File: config.mk
export PLATFORM = sky130hd
export DESIGN_NAME = arith_resize_q
export DESIGN_NICKNAME = d
export VERILOG_FILES = /design/src/rtl/arith_resize_q.sv
export SDC_FILE = /design/constraint.sdc
export NUM_CORES = 1
export LEC_CHECK = 0
export ABC_AREA = 1
export BUFFER_PORTS_ARGS = -buffer_cell sky130_fd_sc_hd__buf_4
export CORE_AREA = 4 4 64 72
export DETAILED_ROUTE_END_ITERATION = 8
export DIE_AREA = 0 0 68 76
export PLACE_DENSITY = 0.93
export RECOVER_POWER = 50
export REMOVE_ABC_BUFFERS = 1
export SYNTH_ARGS = -nofsm -noshare
export SYNTH_HDL_FRONTEND = slang
export SYNTH_SLANG_ARGS = --single-unit
File: constraint.sdc
create_clock -name clk -period 5.46 [get_ports clk]
set_input_delay 0.546 -clock clk [delete_from_list [all_inputs] [get_ports clk]]
set_output_delay 0.546 -clock clk [all_outputs]
set_load 0.02 [all_outputs]
File: src/rtl/arith_resize_q.sv
// arith_resize_q: buffered integer width converter with wrap/saturate modes and overflow tracking
module arith_resize_q #(
    parameter int IN_WIDTH  = 32,
    parameter int OUT_WIDTH = 16,
    parameter int DEPTH     = 2
) (
    input  logic                 clk,
    input  logic                 rst,
    input  logic                 a_valid,
    output logic                 a_ready,
    input  logic [IN_WIDTH-1:0]  a_data,
    input  logic [1:0]           a_mode,
    output logic                 result_valid,
    input  logic                 result_ready,
    output logic [OUT_WIDTH-1:0] result_data,
    output logic                 result_ovf,
    output logic                 ovf_sticky,
    input  logic                 ovf_clear
);
    localparam int PW = $clog2(DEPTH);
    localparam int CW = PW + 1;
    localparam logic [OUT_WIDTH-1:0] POS_MAX = {OUT_WIDTH{1'b1}} >> 1;
    localparam logic [OUT_WIDTH-1:0] NEG_MIN = ~POS_MAX;
    logic [OUT_WIDTH-1:0] w_data;
    logic                 w_ovf;
    logic [OUT_WIDTH:0]   r_mem [DEPTH];
    logic [PW-1:0]        r_rd;
    logic [PW-1:0]        r_wr;
    logic [CW-1:0]        r_cnt;
    logic                 r_sticky;
    logic                 w_push;
    logic                 w_pop;
    generate
        if (OUT_WIDTH < IN_WIDTH) begin : g_narrow
            logic [IN_WIDTH-OUT_WIDTH-1:0] w_hi;
            logic                          w_uovf;
            logic                          w_sovf;
            assign w_hi   = a_data[IN_WIDTH-1:OUT_WIDTH];
            assign w_uovf = |w_hi;
            assign w_sovf = w_hi != {(IN_WIDTH-OUT_WIDTH){a_data[OUT_WIDTH-1]}};
            assign w_ovf  = a_mode[0] ? w_sovf : w_uovf;
            // wrap modes keep the low bits; saturate modes clamp when the value does not fit
            always_comb begin
                w_data = (a_mode == 2'd2 && w_uovf) ? {OUT_WIDTH{1'b1}} :
                         (a_mode == 2'd3 && w_sovf) ? (a_data[IN_WIDTH-1] ? NEG_MIN : POS_MAX) :
                         a_data[OUT_WIDTH-1:0];
            end
        end else if (OUT_WIDTH > IN_WIDTH) begin : g_wide
            logic w_ext;
            logic w_unused;
            assign w_ext    = a_mode[0] & a_data[IN_WIDTH-1];
            assign w_unused = ^a_mode;
            assign w_ovf    = 1'b0;
            // signed modes sign-extend, unsigned modes zero-extend; every value fits
            always_comb begin
                w_data = {{(OUT_WIDTH-IN_WIDTH){w_ext}}, a_data};
            end
        end else begin : g_same
            logic w_unused;
            assign w_unused = ^a_mode;
            assign w_ovf    = 1'b0;
            // equal widths pass the value through unchanged in every mode
            always_comb begin
                w_data = a_data;
            end
        end
    endgenerate
    assign a_ready                   = r_cnt != CW'(DEPTH);
    assign result_valid              = r_cnt != '0;
    assign w_push                    = a_valid & a_ready;
    assign w_pop                     = result_valid & result_ready;
    assign {result_ovf, result_data} = result_valid ? r_mem[r_rd] : '0;
    assign ovf_sticky                = r_sticky;
    // queue pointers, occupancy and sticky overflow; a same-cycle overflowing push beats clear
    always_ff @(posedge clk) begin
        if (rst) begin
            r_rd     <= '0;
            r_wr     <= '0;
            r_cnt    <= '0;
            r_sticky <= 1'b0;
        end else begin
            if (w_push) r_wr <= r_wr + PW'(1);
            if (w_pop) r_rd <= r_rd + PW'(1);
            r_cnt    <= r_cnt + CW'(w_push) - CW'(w_pop);
            r_sticky <= (ovf_clear ? 1'b0 : r_sticky) | (w_push & w_ovf);
        end
    end
    // entry storage needs no reset because an empty queue forces its outputs to zero
    always_ff @(posedge clk) begin
        if (w_push) r_mem[r_wr] <= {w_ovf, w_data};
    end
endmodule

; Word-level counts from Yosys, hierarchy flattened
; Memories as Yosys holds them, arrays and structs flattened. A register that Yosys moved wholly into a read port is not among the register bits.
; Cells that the tools add are included.
[word_totals]
memories = 1
reg_bits = 5
in_bits = 39
ram_bits = 34
wordCells = 31
[classes]
reduce_logical = 4
n_bitwise = 4
addsub = 4
eq_ne = 4
muxes = 10
[mem_list]
columns = name, depth, width, rd, rd_ports_with_merged_regs, wr, line
row1 = r_mem, 2, 17, 1, 1, 1, 26  ; logic [OUT_WIDTH:0] r_mem [DEPTH];
[op_table]
columns = op, count
row1 = two-way mux 16 bit, 3
row2 = two-way mux 17 bit, 1
row3 = inequality test 16 bit, 1
row4 = OR reduction 16 bit, 1
row5 = two-way mux 1 bit, 6
row6 = equality test 2 bit (second input constant), 2
row7 = AND 1 bit, 3
row8 = adder 1 bit (second input constant), 2
row9 = adder 2 x 1 -> 2 bit, 1
row10 = logical AND 1 bit, 2
row11 = inequality test 2 bit (second input constant), 1
row12 = nonzero test 2 bit, 1
row13 = subtractor 2 x 1 -> 2 bit, 1
row14 = bitwise OR 1 bit, 1

; Longest topological paths before layout
[logic_depth]
ltp_word = 4
mapped_depth = 10
ltp_nobuf = 9

; Least setup slack after synthesis
; No wires, ideal clock.
[synth_timing]
path_kind = reg2reg
start = reg r_cnt[1]
end = reg r_cnt[1]
required_time_ps = 5390
path_stages_with_launch = 10
arrival_ps = 1860
path_slack_ps = 3530
period_less_slack_ps = 1930
n_path_buf = 0
cell_sequence = dfxtp_1 nor2_1 inv_1 nand2_1 inv_1 ha_1 inv_1 ha_1 or2_2 a21oi_1
[synth_rtl]
columns = item, line
row1 = start: declaration, 29  ; logic [CW-1:0] r_cnt;
row2 = start signal: assignment, 84  ; r_cnt <= r_cnt + CW'(w_push) - CW'(w_pop);
row3 = nonzero test 2 bit, 69  ; assign result_valid = r_cnt != '0;
row4 = via result_valid, 13  ; output logic result_valid,
row5 = AND 1 bit, 71  ; assign w_pop = result_valid & result_ready;
row6 = via w_pop, 32  ; logic w_pop;
row7 = subtractor 2 x 1 -> 2 bit, 84
; The timed path passes the listed nets, and every way through them passes these cells.
; A chain may end at the register's enable or synchronous reset.

==> metrics.txt <==
Tmin final 2640 ps; WP data arrival 2100 ps; Placed Instances 321; VDD IR-drop max 0.000141 V; Synth Cell Area 2060 um^2; number of setup buffers added after CTS 0; DP HPWL 3.00 mm; TritonCTS clock tree built; setup TNS 0 ps; top post-synthesis cells by count nand2_1, edfxtp_1, a21oi_1; Synth Warn # 0; crit share post-route 0.484; P_int 648 uW; layout cells sized above 1 0.321; Iteration-0 DRC Markers 97; routed len/inst 12.1 um; syn avg cell area 9.55 um^2; crit-path max FO 18; CTS Buf Count 5; ranking of synthesized cells by area edfxtp_1, nand2_1, dfxtp_1; CP bufs+invs 2; root buf cell clkbuf_8; Setup Crit Path Kind flip-flop to output pin; GRT Resource Usage Total 0.171; Ports 59; Logic pwr share 0.419; First-pass DRT Iterations 4; Final setup viols 0; final hold slack 461 ps; Sink Count 40; highest clock rate 0.378 GHz; Clock Path Buffers 2; Clock Power Share 0.171; I/O Buffers 58; Die Wd 68 um; total number of vias 1612; Multi-input gate area 785 um^2; pin count of the biggest net entering global routing 19; first-pass GRT wire length 6.73 mm; vias in the first global route 1567; PwrDens 403 nW/um^2; die area 5170 um^2; FFs w/ async S/R, synth 0; Sw Share 0.372; cell row count 24; n_diodes 0; actual slew at the worst max-slew pin 1170 ps; area grow syn2layout 24.2%; unrepaired setup endpoints after global routing no; Seq pwr share 0.409; post-route DRC violation count 0; worst path required time 4910 ps; CP max-delay cell dfxtp_1; critical path startpoint category flip-flop; cts hold-fix bufs 0; MaxCap Viol Count 0; most frequent cell after synthesis nand2_1; Final Routed Wirelength 3.99 mm; Slew Limit Fails 0; Primary FF master, synth edfxtp_1; clock latency on the worst-skew pair 280 ps; slowest stage delay, CP 700 ps; vias per cell 4.90; final hold viol count 0; clock-pin slew on the worst setup and hold paths 70 ps; Slew headroom 0.214; placer congestion estimate 0.795; status complete, no violations; leakage 0.00114 uW; R2R depth 9; Synth Instances 216; Sequential Area 1140 um^2; area leader, netlist edfxtp_1; Initial Utilization 0.529; Cell Count, Final, Fillers Out 329; Sw Pwr 384 uW; R2R Setup Slk 2940 ps; clock skew 2.98 ps; Synth top area share 0.495; crit-path cells clkinv_1 > nand2_1 > a21oi_1 > buf_4; Cells on Worst Hold Path 2; antenna violations before repair 0; Seq cells post-synth 40; Tightest Hold Check Type flip-flop to flip-flop; Nets 317; Post-synth EDFFs 34; Crit path max-delay family buffers and inverters; total overflow reported by the global router 0; crit path capture type output pin; Worst path depth 4; core area 3900 um^2; post-synthesis cell type count 25; H-tree Lvls 2; post-synthesis sequential area ratio 0.553; Post-CTS Resized 0; Vert. Die Dim 76 um; Fillers 336; antenna violation net count after detailed routing 0; Total Power 1030 uW
==> registers in the layout, summed over array words and instances, names as in the netlist, named ones only <==
register	flops
r_rd	1
r_wr	1
r_mem	34
ovf_sticky	1
r_cnt	2
==> power groups by stage <==
stage	Combinational, uW	Clock [uW]	Sequential [uW]
global placement	434	0	425
global route	481	192	429
floorplan	258	0	423
detailed placement	443	0	429
finish	433	177	423
CTS	444	181	422
==> routing by layer <==
metal | track usage | share of wire | routed length (um)
met5 | 0 | 0 | 0
met4 | 0.0736 | 0.020 | 79
met3 | 0.0383 | 0.072 | 287
met2 | 0.306 | 0.55 | 2180
met1 | 0.186 | 0.36 | 1450
==> cell usage in the layout (no fill, tap or decap) <==
master / netlist / final
a21oi_1: 21 / 21
buf_4: 1 / 55
clkbuf_1: 4 / 6
clkbuf_4: 0 / 1
clkbuf_8: 0 / 5
clkinv_1: 1 / 2
dfxtp_1: 6 / 6
edfxtp_1: 34 / 34
ha_1: 2 / 2
inv_1: 14 / 14
nand2_1: 64 / 64
nand2_2: 12 / 12
nand2_4: 2 / 2
nand3_1: 12 / 14
nand3_2: 11 / 9
nand3_4: 1 / 1
nand3b_1: 1 / 1
nand4_1: 2 / 2
nor2_1: 18 / 18
nor3_1: 2 / 3
o21ai_2: 1 / 1
or2_2: 2 / 3
xnor2_1: 1 / 1
==> area by class of cell <==
| cell class | count | share of cell area |
|---|---|---|
| Tap cell | 52 | 0.0254 |
| Multi-Input combinational cell | 154 | 0.306 |
| Inverter | 15 | 0.0220 |
| Sequential cell | 40 | 0.445 |
| Clock buffer | 7 | 0.0298 |
| Timing Repair Buffer | 60 | 0.170 |
| Clock inverter | 1 | 0.00146 |
==> worst paths after layout <==
kind,from,to
max,flip-flop,result_data[15]
min,ovf_sticky,ovf_sticky
min reg2reg,ovf_sticky,ovf_sticky
max reg2reg,r_cnt[1],r_cnt[1]
==> tightest hold or removal path: stages, from the launching register on <==
cell and delay, ps:
dfxtp_1 310, nand2_1 60, a21oi_1 50
==> through the flow <==
| step | setup slack (ps) | utilization | cell area [um^2] |
|---|---|---|---|
| 6_report | 2820 | 0.656 | 2560 |
| 5_1_grt | 2630 | 0.656 | 2560 |
| 4_1_cts | 2800 | 0.666 | 2600 |
| 3_5_place_dp | 2970 | 0.646 | 2520 |
| 3_3_place_gp | 3050 | 0.646 | 2520 |
| 2_1_floorplan | 3150 | - | 2010 |
==> cell families (layout without fill, tap and decap cells) <==
group,Yosys count,count (layout),share of synthesized area
AOI/OAI and AO/OA,22,22,0.0552
and+or+nand+nor,129,129,0.320
xor gates and xnor gates,1,1,0.00425
adders and majority gates,2,2,0.0121
DFF,40,40,0.553
buffers and inverters,22,83,0.0552
No activity file was read; power rests on OpenSTA's default activity.
